[src/rtl/quadtree_switch_allocator.sv]
// ---------------------------------------------------------------------------
// quadtree_switch_allocator
//
// Single-cycle switch allocator for the quadtree router. In each cycle it
// arbitrates the multicast switch requests of five input units (NW, NE, SE,
// SW, LOCAL) against downstream credit availability.
//
// Fairness comes from two mechanisms:
//   - A round-robin pointer sets the scan order.
//   - Per-input age counters detect a starving packet. The lowest-index
//     starving input reserves its requested outputs until all of its credits
//     are available at the same time.
//
// Ports:
//   clk            system clock
//   rst_n          synchronous, active-low reset
//   sa_request     per-input "flit waiting for switch allocation"
//   sa_port        bits [g*5+:5] = output mask requested by input g
//   credit_avail   per-output "downstream credit > 0"
//   sa_grant       per-input grant, combinational, same cycle as the request
//   st_ctrl        bits [g*5+:5] = outputs input g drives (mask if granted)
//   out_unit_en    OR of all granted masks
//   credit_decre   one-cycle credit decrement pulse (equals out_unit_en)
//   req_err        some requesting input presented an all-zero mask
//   rr_ptr         current round-robin pointer (0..DIRECTION-1)
//   starve_active  at least one input is starving
//
// Handshake: an input keeps sa_request and sa_port stable until sa_grant is
// seen high in the same cycle. Each grant consumes exactly one flit.
// ---------------------------------------------------------------------------
module quadtree_switch_allocator #(
    parameter int DIRECTION    = 5,
    parameter int STARVE_LIMIT = 15,
    parameter int AGE_WIDTH    = 4
) (
    input  logic                           clk,
    input  logic                           rst_n,
    input  logic [DIRECTION-1:0]           sa_request,
    input  logic [DIRECTION*DIRECTION-1:0] sa_port,
    input  logic [DIRECTION-1:0]           credit_avail,
    output logic [DIRECTION-1:0]           sa_grant,
    output logic [DIRECTION*DIRECTION-1:0] st_ctrl,
    output logic [DIRECTION-1:0]           out_unit_en,
    output logic [DIRECTION-1:0]           credit_decre,
    output logic                           req_err,
    output logic [2:0]                     rr_ptr,
    output logic                           starve_active
);

    localparam logic [AGE_WIDTH-1:0] AGE_MAX = AGE_WIDTH'(STARVE_LIMIT);

    logic [2:0]           rr_ptr_q, rr_ptr_d;
    logic [AGE_WIDTH-1:0] age_q [DIRECTION];
    logic [AGE_WIDTH-1:0] age_d [DIRECTION];

    logic [DIRECTION-1:0] starving;
    logic                 s_valid;
    logic [2:0]           s_idx;
    logic [DIRECTION-1:0] reserved;
    logic [DIRECTION-1:0] claimed;
    logic [DIRECTION-1:0] grant;
    logic [DIRECTION-1:0] zero_mask;

    // A request is granted only if the whole multicast mask is credited and
    // free. Outputs reserved for the starving input are off-limits to the
    // other inputs, even when the starving input itself cannot go this cycle.
    function automatic logic can_grant(
        input logic                 req,
        input logic [DIRECTION-1:0] m,
        input logic [DIRECTION-1:0] credit,
        input logic [DIRECTION-1:0] taken,
        input logic                 is_s,
        input logic [DIRECTION-1:0] resv
    );
        can_grant = req && (m != '0) && ((m & ~credit) == '0) &&
                    ((m & taken) == '0) && (is_s || ((m & resv) == '0));
    endfunction

    always_comb begin
        starving  = '0;
        zero_mask = '0;
        for (int g = 0; g < DIRECTION; g++) begin
            starving[g]  = sa_request[g] && (age_q[g] == AGE_MAX);
            zero_mask[g] = (sa_port[g*DIRECTION +: DIRECTION] == '0);
        end

        // Descending scan leaves the lowest-index starving input selected.
        s_valid = 1'b0;
        s_idx   = '0;
        for (int g = DIRECTION - 1; g >= 0; g--) begin
            if (starving[g]) begin
                s_valid = 1'b1;
                s_idx   = 3'(g);
            end
        end
        reserved = s_valid ? sa_port[int'(s_idx)*DIRECTION +: DIRECTION] : '0;

        claimed = '0;
        grant   = '0;
        // The starving input is scanned first. The other inputs are scanned
        // afterwards in round-robin order.
        if (s_valid) begin
            if (can_grant(sa_request[s_idx], sa_port[int'(s_idx)*DIRECTION +: DIRECTION],
                          credit_avail, claimed, 1'b1, reserved)) begin
                grant[s_idx] = 1'b1;
                claimed      = claimed | sa_port[int'(s_idx)*DIRECTION +: DIRECTION];
            end
        end
        for (int k = 0; k < DIRECTION; k++) begin
            int idx;
            idx = int'(rr_ptr_q) + k;
            if (idx >= DIRECTION) idx = idx - DIRECTION;
            if (!(s_valid && (idx == int'(s_idx)))) begin
                if (can_grant(sa_request[idx], sa_port[idx*DIRECTION +: DIRECTION],
                              credit_avail, claimed, 1'b0, reserved)) begin
                    grant[idx] = 1'b1;
                    claimed    = claimed | sa_port[idx*DIRECTION +: DIRECTION];
                end
            end
        end
    end

    // Pointer advances past the first non-starving grant in round-robin
    // order. The starving grant moves the pointer only when it is the
    // only grant in the cycle.
    always_comb begin
        logic found;
        int   first;
        found = 1'b0;
        first = 0;
        for (int k = 0; k < DIRECTION; k++) begin
            int idx;
            idx = int'(rr_ptr_q) + k;
            if (idx >= DIRECTION) idx = idx - DIRECTION;
            if (!found && grant[idx] && !(s_valid && (idx == int'(s_idx)))) begin
                found = 1'b1;
                first = idx;
            end
        end
        if (!found && s_valid && grant[s_idx]) begin
            found = 1'b1;
            first = int'(s_idx);
        end
        if (found) begin
            rr_ptr_d = (first + 1 >= DIRECTION) ? 3'd0 : 3'(first + 1);
        end else begin
            rr_ptr_d = rr_ptr_q;
        end
    end

    always_comb begin
        for (int g = 0; g < DIRECTION; g++) begin
            if (grant[g] || !sa_request[g] || zero_mask[g]) begin
                age_d[g] = '0;
            end else if (age_q[g] == AGE_MAX) begin
                age_d[g] = age_q[g];
            end else begin
                age_d[g] = age_q[g] + AGE_WIDTH'(1);
            end
        end
    end

    always_ff @(posedge clk) begin
        if (!rst_n) begin
            rr_ptr_q <= '0;
            for (int g = 0; g < DIRECTION; g++) age_q[g] <= '0;
        end else begin
            rr_ptr_q <= rr_ptr_d;
            for (int g = 0; g < DIRECTION; g++) age_q[g] <= age_d[g];
        end
    end

    // Grant-path outputs are forced low while reset is held. The forcing
    // is combinational, so grants drop in the same cycle reset asserts.
    always_comb begin
        sa_grant      = '0;
        st_ctrl       = '0;
        out_unit_en   = '0;
        req_err       = 1'b0;
        starve_active = 1'b0;
        if (rst_n) begin
            sa_grant = grant;
            for (int g = 0; g < DIRECTION; g++) begin
                if (grant[g]) begin
                    st_ctrl[g*DIRECTION +: DIRECTION] = sa_port[g*DIRECTION +: DIRECTION];
                    out_unit_en = out_unit_en | sa_port[g*DIRECTION +: DIRECTION];
                end
            end
            req_err       = |(sa_request & zero_mask);
            starve_active = |starving;
        end
    end

    assign credit_decre = out_unit_en;
    assign rr_ptr       = rr_ptr_q;

endmodule

[config.mk]
export PLATFORM = sky130hd
export DESIGN_NAME = quadtree_switch_allocator
export DESIGN_NICKNAME = d
export VERILOG_FILES = /design/src/rtl/quadtree_switch_allocator.sv
export SDC_FILE = /design/constraint.sdc
export NUM_CORES = 1
export LEC_CHECK = 0
export ABC_AREA = 1
export CAP_MARGIN = 20
export CORE_ASPECT_RATIO = 1.75
export CORE_MARGIN = 8
export CORE_UTILIZATION = 57
export DETAILED_ROUTE_END_ITERATION = 7
export PLACE_DENSITY = 0.83
export SLEW_MARGIN = 0
export SYNTH_ARGS = -nofsm -noshare
export SYNTH_HDL_FRONTEND = slang
export SYNTH_SLANG_ARGS = --single-unit
[constraint.sdc]
create_clock -name clk -period 8.6 [get_ports clk]
set_input_delay 1.72 -clock clk [delete_from_list [all_inputs] [get_ports clk]]
set_output_delay 1.72 -clock clk [all_outputs]
set_load 0.05 [all_outputs]
==> flow_summary.yaml, run 1 <==
place:
  dpl-instance-area_um2: 13800
  port_buffers: 81
  dp_hpwl_um: 42600
  dp_cells: 2531
  gp_congestion: 1.14
  place_ws_ps: -247
clocking:
  h-tree-depth: 1
  clockRootBuffer: "clkbuf_16"
  numCtsBuffers: 3
  cts_sinks: 23
  clock_path_buffers: 2
  holdBufCountCts: 0
global_routing:
  grt_max_degree: 50
  grt-ovfl-total: 19
  grt_usage: 0.567
yosys:
  yosysMostFrequentCell: "nand2_1"
  synth-async-reset-ratio: 0
  syn_avg_cell_area_um2: 5.28
  ys_seq_area_frac: 0.0406
  synthTopCellsByArea: "nand2_1 18%, nand3_1 14%, o21ai_0 7.7%"
  netlist-cell-type-count: 66
  postSynthCellCount: 2144
  netlist_area_um2: 11300
  synth_common_cells: "537 x nand2_1, 315 x nand3_1, 223 x inv_1"
  yosys_warnings: 0
  ys.flop_type: "dfxtp_1"
  synth_edf_count: 0
  synth_top_area_share: 0.178
  yosysTopAreaCell: "nand2_1"
  synth-seq-cells: 23
die:
  io_pins: 82
  row_count: 68
  die_height_um: 202
  die_w_um: 123
  start_util: 0.576
run_status:
  status: "stopped before the end"
  stop_stage: "global routing"
  error_line: "[ERROR GRT-0232] Routing congestion too high. Check the congestion heatmap in the GUI."
-- stage by stage --
stage	hold WS, ps	TNS [ps]
global placement	489	-836
floorplan	472	0
CTS	512	0
detailed placement	502	-2170
-- layer usage --
| metal | GRT usage | GRT overflow |
|---|---|---|
| met1 | 0.539 | 1 |
| met2 | 0.803 | 6 |
| met3 | 0.323 | 0 |
| met4 | 0.600 | 12 |
| met5 | 0.0731 | 0 |
-- logic make-up after synthesis --
family | share of synthesized area
other cells | 0.000331
compound gates | 0.212
simple gates | 0.505
fa+ha+maj | 0.0769
xor+xnor | 0.0209
flops | 0.0406
mux | 0.00353
buf+inv | 0.140
-- timing repair --
item                       CTS
cloned                       2
buffers inserted            27
setup endpoints to repair   19
pin swaps                   21
gates resized for setup     60
==> inputs of run 2 (changes only) <==
--- a/config.mk
+++ b/config.mk
@@ -7,11 +7,10 @@
 export LEC_CHECK = 0
 export ABC_AREA = 1
 export CAP_MARGIN = 20
-export CORE_ASPECT_RATIO = 1.75
 export CORE_MARGIN = 8
-export CORE_UTILIZATION = 57
+export CORE_UTILIZATION = 40
 export DETAILED_ROUTE_END_ITERATION = 7
-export PLACE_DENSITY = 0.83
+export PLACE_DENSITY_LB_ADDON = 0.15
 export SLEW_MARGIN = 0
 export SYNTH_ARGS = -nofsm -noshare
 export SYNTH_HDL_FRONTEND = slang
==> constraint.sdc (replaced) <==
create_clock -name clk -period 11.2 [get_ports clk]
set_input_delay 2.24 -clock clk [delete_from_list [all_inputs] [get_ports clk]]
set_output_delay 2.24 -clock clk [all_outputs]
set_load 0.05 [all_outputs]
==> run 2 against run 1 <==
The run now ends clean; synthesized cell count did not move; area after synthesis did not move.
==> flow_summary.yaml, run 2 <==
clocking:
  holdBufCountCts: 0
  cts_sinks: 23
  clockRootBuffer: "clkbuf_16"
  path_clk_slew_ps: 60
  cts_setup_buffers: 0
  cts_resized: 0
  clock_path_buffers: 2
  h-tree-depth: 1
  cts_tree: "done"
  worst_skew_pair.late_latency_ps: 260
  numCtsBuffers: 3
yosys:
  syn_avg_cell_area_um2: 5.28
  synth-seq-cells: 23
  yosys_warnings: 0
  synth_common_cells: "537 x nand2_1, 315 x nand3_1, 223 x inv_1"
  netlist-cell-type-count: 66
  postSynthCellCount: 2144
  yosysTopAreaCell: "nand2_1"
  synth-async-reset-ratio: 0
  ys_seq_area_frac: 0.0406
  synth_edf_count: 0
  netlist_area_um2: 11300
  synthTopCellsByArea: "nand2_1 18%, nand3_1 14%, o21ai_0 7.7%"
  ys.flop_type: "dfxtp_1"
  yosysMostFrequentCell: "nand2_1"
  synth_top_area_share: 0.178
sta:
  setup_viol: 0
  worst_pin_slew_ps: 978
  fin_tns_setup_ps: 0
  period_needed_ps: 10610
  fin_skew_ps: 4.19
  finalCritPeriodShare: 0.947
  clock.fmax_ghz: 0.0943
  finalMaxSlewViolations: 0
  hold_viol: 0
  rsz0062_at_grt: "no"
  slew_headroom: 0.346
die:
  fp.coreArea_um2: 27900
  io_pins: 82
  die_height_um: 184
  start_util: 0.407
  die_area_um2: 34000
  die_w_um: 184
  row_count: 61
drt:
  drt-initial-drc-count: 1863
  routedWlPerCell_um: 21.7
  drt_first_pass_iters: 6
  vias_per_cell: 6.02
  wirelength_um: 55300
  post-route-drc-count: 0
  vias: 15400
  ant_nets: 0
global_routing:
  grt_pass1_vias: 13700
  grt_max_degree: 50
  grt-ovfl-total: 0
  antenna_found_initial: 0
  grt_usage: 0.311
  grt_pass1_wl_um: 82200
setup_path:
  required_ps: 8960
  cpMostUsedCell: "nand2_1"
  reg2reg_setup_slack_ps: 1150
  path_max_fanout: 17
  cp-end-kind: "output pin"
  slowest_stage: "o221ai_1"
  max_stage_delay_ps: 500
  worstSetupStartpointType: "register"
  cp.arrival_ps: 8370
  path_class: "register to output pin"
finish:
  largest_reg_flops: 20
  fin_nets: 2277
  drive_above_1_share: 0.103
  fin_util: 0.461
  area_growth_pct: 13.4
  n_fill_cell: 3139
  final_cell_mix: "536 x nand2_1, 315 x nand3_1, 223 x inv_1, 217 x nor2_1, 174 x o21ai_0"
  final_common_cell: "nand2_1"
  diodes: 0
  top_register: "age_q"
pwr:
  leakage_nw: 6.04
  power.density_nw_per_um2: 335
  ir_drop_v: 0.000323
hold_path:
  min_path_type: "register to register"
run:
  maxCapViolCount: 0
place:
  gp_congestion: 1.07
  dp_hpwl_um: 42900
  port_buffers: 81
run_status:
  status: "complete, no violations"
==> run 2: cell counts after synthesis <==
Identical to the previous run, type by type.
==> run 2: through the flow <==
stage	std cells	instance area (µm²)	worst slack [ps]	power, mW	hold WS (ps)
finish	2551	12800	592	4.30	506
global route	2551	12800	53.9	4.67	526
CTS	2550	12800	634	4.22	508
detailed placement	2546	12800	769	4.12	498
global placement	2546	12800	987	4.13	493
floorplan	2148	11300	180	2.90	472
==> run 2: final timing paths <==
check                           start                  endpoint  cells past startpoint
min reg2reg  age_q[0][7]$_SDFFE_PP0P_  age_q[0][5]$_SDFFE_PP0P_                      2
max reg2reg    rr_ptr[0]$_SDFFE_PN0P_    rr_ptr[2]$_SDFFE_PN0P_                     62
max            rr_ptr[0]$_SDFFE_PN0P_           credit_decre[1]                     42
min          age_q[0][7]$_SDFFE_PP0P_  age_q[0][5]$_SDFFE_PP0P_                      2
==> run 2: report_power, final <==
group	switching, mW	internal [mW]
Combinational	2.80	1.33
Sequential	0.00655	0.0900
Clock	0.0310	0.0481
==> run 2: layout make-up <==
class                      count  area (µm²)  area share
clock buffer                   3        75.1     0.00584
clock inverter                 1        5.00    0.000390
inverter                     254         960      0.0747
multi-input combinational   1763        9300       0.724
sequential                    23         460      0.0358
tap                          378         473      0.0368
timing repair buffer         129        1570       0.122
==> run 2: kinds of logic after synthesis <==
logic type | Yosys count | share of synthesized area
AO/OA/AOI/OAI | 411 | 0.212
XOR/XNOR | 27 | 0.0209
adder cells (fa/ha/maj) | 66 | 0.0769
buffers and inverters | 362 | 0.140
flip-flops | 23 | 0.0406
multiplexers | 4 | 0.00353
other | 1 | 0.000331
AND/OR/NAND/NOR | 1250 | 0.505
==> run 2: critical path, delay by kind of cell (launching register included) <==
kind                     cells  cell delay, ps
AND/OR/NAND/NOR             17            2340
AO/OA/AOI/OAI               11            2600
buffers and inverters       10            1570
flip-flops                   1             320
adder cells (fa/ha/maj)      4            1260
==> run 2: layer usage <==
layer / share of wire / track usage / up-vias
met5: 0 / 0 / -
met4: 0.055 / 0.151 / 0
met3: 0.086 / 0.0390 / 144
met2: 0.43 / 0.474 / 818
met1: 0.43 / 0.426 / 7141
li1: - / - / 7252
Power figures use the tool's default switching activity.
==> inputs of run 3 (changes only) <==
--- a/config.mk
+++ b/config.mk
@@ -6,9 +6,9 @@
 export NUM_CORES = 1
 export LEC_CHECK = 0
 export ABC_AREA = 1
-export CAP_MARGIN = 20
 export CORE_MARGIN = 8
-export CORE_UTILIZATION = 40
+export CORE_UTILIZATION = 46
+export CTS_CLUSTER_DIAMETER = 120
 export DETAILED_ROUTE_END_ITERATION = 7
 export PLACE_DENSITY_LB_ADDON = 0.15
 export SLEW_MARGIN = 0
==> run 3 against run 2 <==
Power down 0.52%; die area down 12%; sequential cell count unchanged; highest routed layer unchanged; non-clock buffer count up 1; combinational power about the same; setup slack worse by 12 ps; first-iteration DRC count up 17%; via count up 0.57%; cell count down 2.0%; clock skew up 0.52 ps; largest power group unchanged.
==> flow_summary.yaml, run 3 (synthesized netlist as in run 2, its figures left out) <==
sta:
  period_needed_ps: 10620
  finalCritPeriodShare: 0.948
  hold_viol: 0
  slew_headroom: 0.341
  worst_pin_slew_ps: 986
  setup_viol: 0
  fin_tns_setup_ps: 0
  clock.fmax_ghz: 0.0942
  fin_skew_ps: 4.72
  finalMaxSlewViolations: 0
finish:
  fin_nets: 2279
  fin_util: 0.529
  area_growth_pct: 13.2
  largest_reg_flops: 20
  final_cell_mix: "536 x nand2_1, 315 x nand3_1, 222 x inv_1, 217 x nor2_1, 171 x o21ai_0"
  final_cells: 2500
  drive_above_1_share: 0.107
  top_register: "age_q"
  final_common_cell: "nand2_1"
drt:
  post-route-drc-count: 0
  wl_met2_um: 22000
  drt-initial-drc-count: 2185
  wl_met3_um: 6200
  ant_nets: 0
  top_layer_used: "met4"
  wirelength_um: 53000
  drt_first_pass_iters: 7
  vias_per_cell: 6.18
  vias: 15400
  routedWlPerCell_um: 21.2
  wl_met1_um: 21400
global_routing:
  grt_max_degree: 50
  grt_usage: 0.334
  grt_pass1_vias: 14000
  grt_pass1_wl_um: 80200
  antenna_found_initial: 1
  grt-ovfl-total: 0
setup_path:
  slowest_stage: "dfxtp_2"
  timing.rr.start: "rr_ptr[1]$_SDFFE_PN0P_"
  max_stage_delay_ps: 500
  rr_endpoint: "rr_ptr[1]$_SDFFE_PN0P_"
  path_max_fanout: 16
  crit_start: "rr_ptr[1]$_SDFFE_PN0P_"
  ff2ff_path_depth: 63
  worstSetupPathDepth: 45
  cp.buffers_inverters: 9
  path_class: "register to output pin"
  cp.arrival_ps: 8380
  required_ps: 8960
  path_delay_family: "simple AND/OR/NAND/NOR gates"
  cpMostUsedCell: "nand2_1"
  worstSetupStartpointType: "register"
  cp-end-kind: "output pin"
  reg2reg_setup_slack_ps: 960
  endpoint: "credit_decre[2]"
place:
  port_buffers: 81
  gp_congestion: 1.05
  dp_cells: 2492
  dp_hpwl_um: 40800
die:
  io_pins: 82
  die_height_um: 173
  die_w_um: 173
  fp.coreArea_um2: 24200
  start_util: 0.467
  die_area_um2: 29900
  row_count: 57
clocking:
  h-tree-depth: 1
  numCtsBuffers: 3
  holdBufCountCts: 0
  cts_sinks: 23
  clock_path_buffers: 2
  cts_tree: "done"
  path_clk_slew_ps: 60
  clockRootBuffer: "clkbuf_16"
  worst_skew_pair.late_latency_ps: 270
pwr:
  leakage_nw: 6.04
  power.density_nw_per_um2: 334
  ir_drop_v: 0.000366
  totalPowerFinal_mw: 4.28
run:
  maxCapViolCount: 0
run_status:
  status: "complete, no violations"
hold_path:
  min_path_type: "register to register"
[run 3: routing by layer]
| metal | up-vias | global-route usage |
|---|---|---|
| met5 | - | 0 |
| met4 | 0 | 0.197 |
| met3 | 207 | 0.0708 |
| met2 | 973 | 0.502 |
| met1 | 7008 | 0.432 |
| li1 | 7254 | - |
[run 3: worst min path at each step]
stage                                    from                        end  slack [ps]  depth (start not counted)
detailed placement   age_q[0][7]$_SDFFE_PP0P_   age_q[0][5]$_SDFFE_PP0P_         500                          2
CTS                  age_q[0][7]$_SDFFE_PP0P_   age_q[0][5]$_SDFFE_PP0P_         510                          2
global route         age_q[0][7]$_SDFFE_PP0P_   age_q[0][5]$_SDFFE_PP0P_         530                          2
finish              age_q[0][19]$_SDFFE_PP0P_  age_q[0][17]$_SDFFE_PP0P_         520                          2
floorplan           age_q[0][19]$_SDFFE_PP0P_  age_q[0][17]$_SDFFE_PP0P_         470                          2
global placement     age_q[0][5]$_SDFFE_PP0P_   age_q[0][5]$_SDFFE_PP0P_         490                          2
[run 3: power by group]
part,total (mW),switching (mW),leakage (nW),internal [mW]
registers,0.0991,0.00894,0.188,0.0901
clock network,0.0797,0.0315,0.0409,0.0481
logic,4.10,2.77,5.81,1.34
total,4.28,2.81,6.04,1.47
[run 3: per-stage QoR]
| step | cell area, µm² | setup slack, ps | hold slack (ps) |
|---|---|---|---|
| 5_1_grt | 12800 | -4.33 | 534 |
| 4_1_cts | 12800 | 31.9 | 513 |
| 2_1_floorplan | 11300 | 180 | 472 |
| 3_3_place_gp | 12700 | 387 | 489 |
| 6_report | 12800 | 580 | 516 |
| 3_5_place_dp | 12700 | 369 | 502 |
[run 3: area by class of cell]
type	count	area (µm²)
repair inverters	1	5.00
inverters	254	967
diodes	1	2.50
clock buffers	3	75.1
clock inverters	1	5.00
fillers	2638	11400
flip-flops and latches	23	463
repair buffers	130	1580
multi-input cells	1763	9320
well taps	324	405
[run 3: tightest hold or removal path, stage by stage (launching register included)]
cell and delay [ps]:
dfxtp_1 330, nand4_1 70, a21oi_1 60
[run 3: timing repair]
| item | CTS | global route |
|---|---|---|
| gates resized for setup | 0 | 12 |
| buffers inserted | 0 | 2 |
| setup endpoints to repair | 0 | 43 |
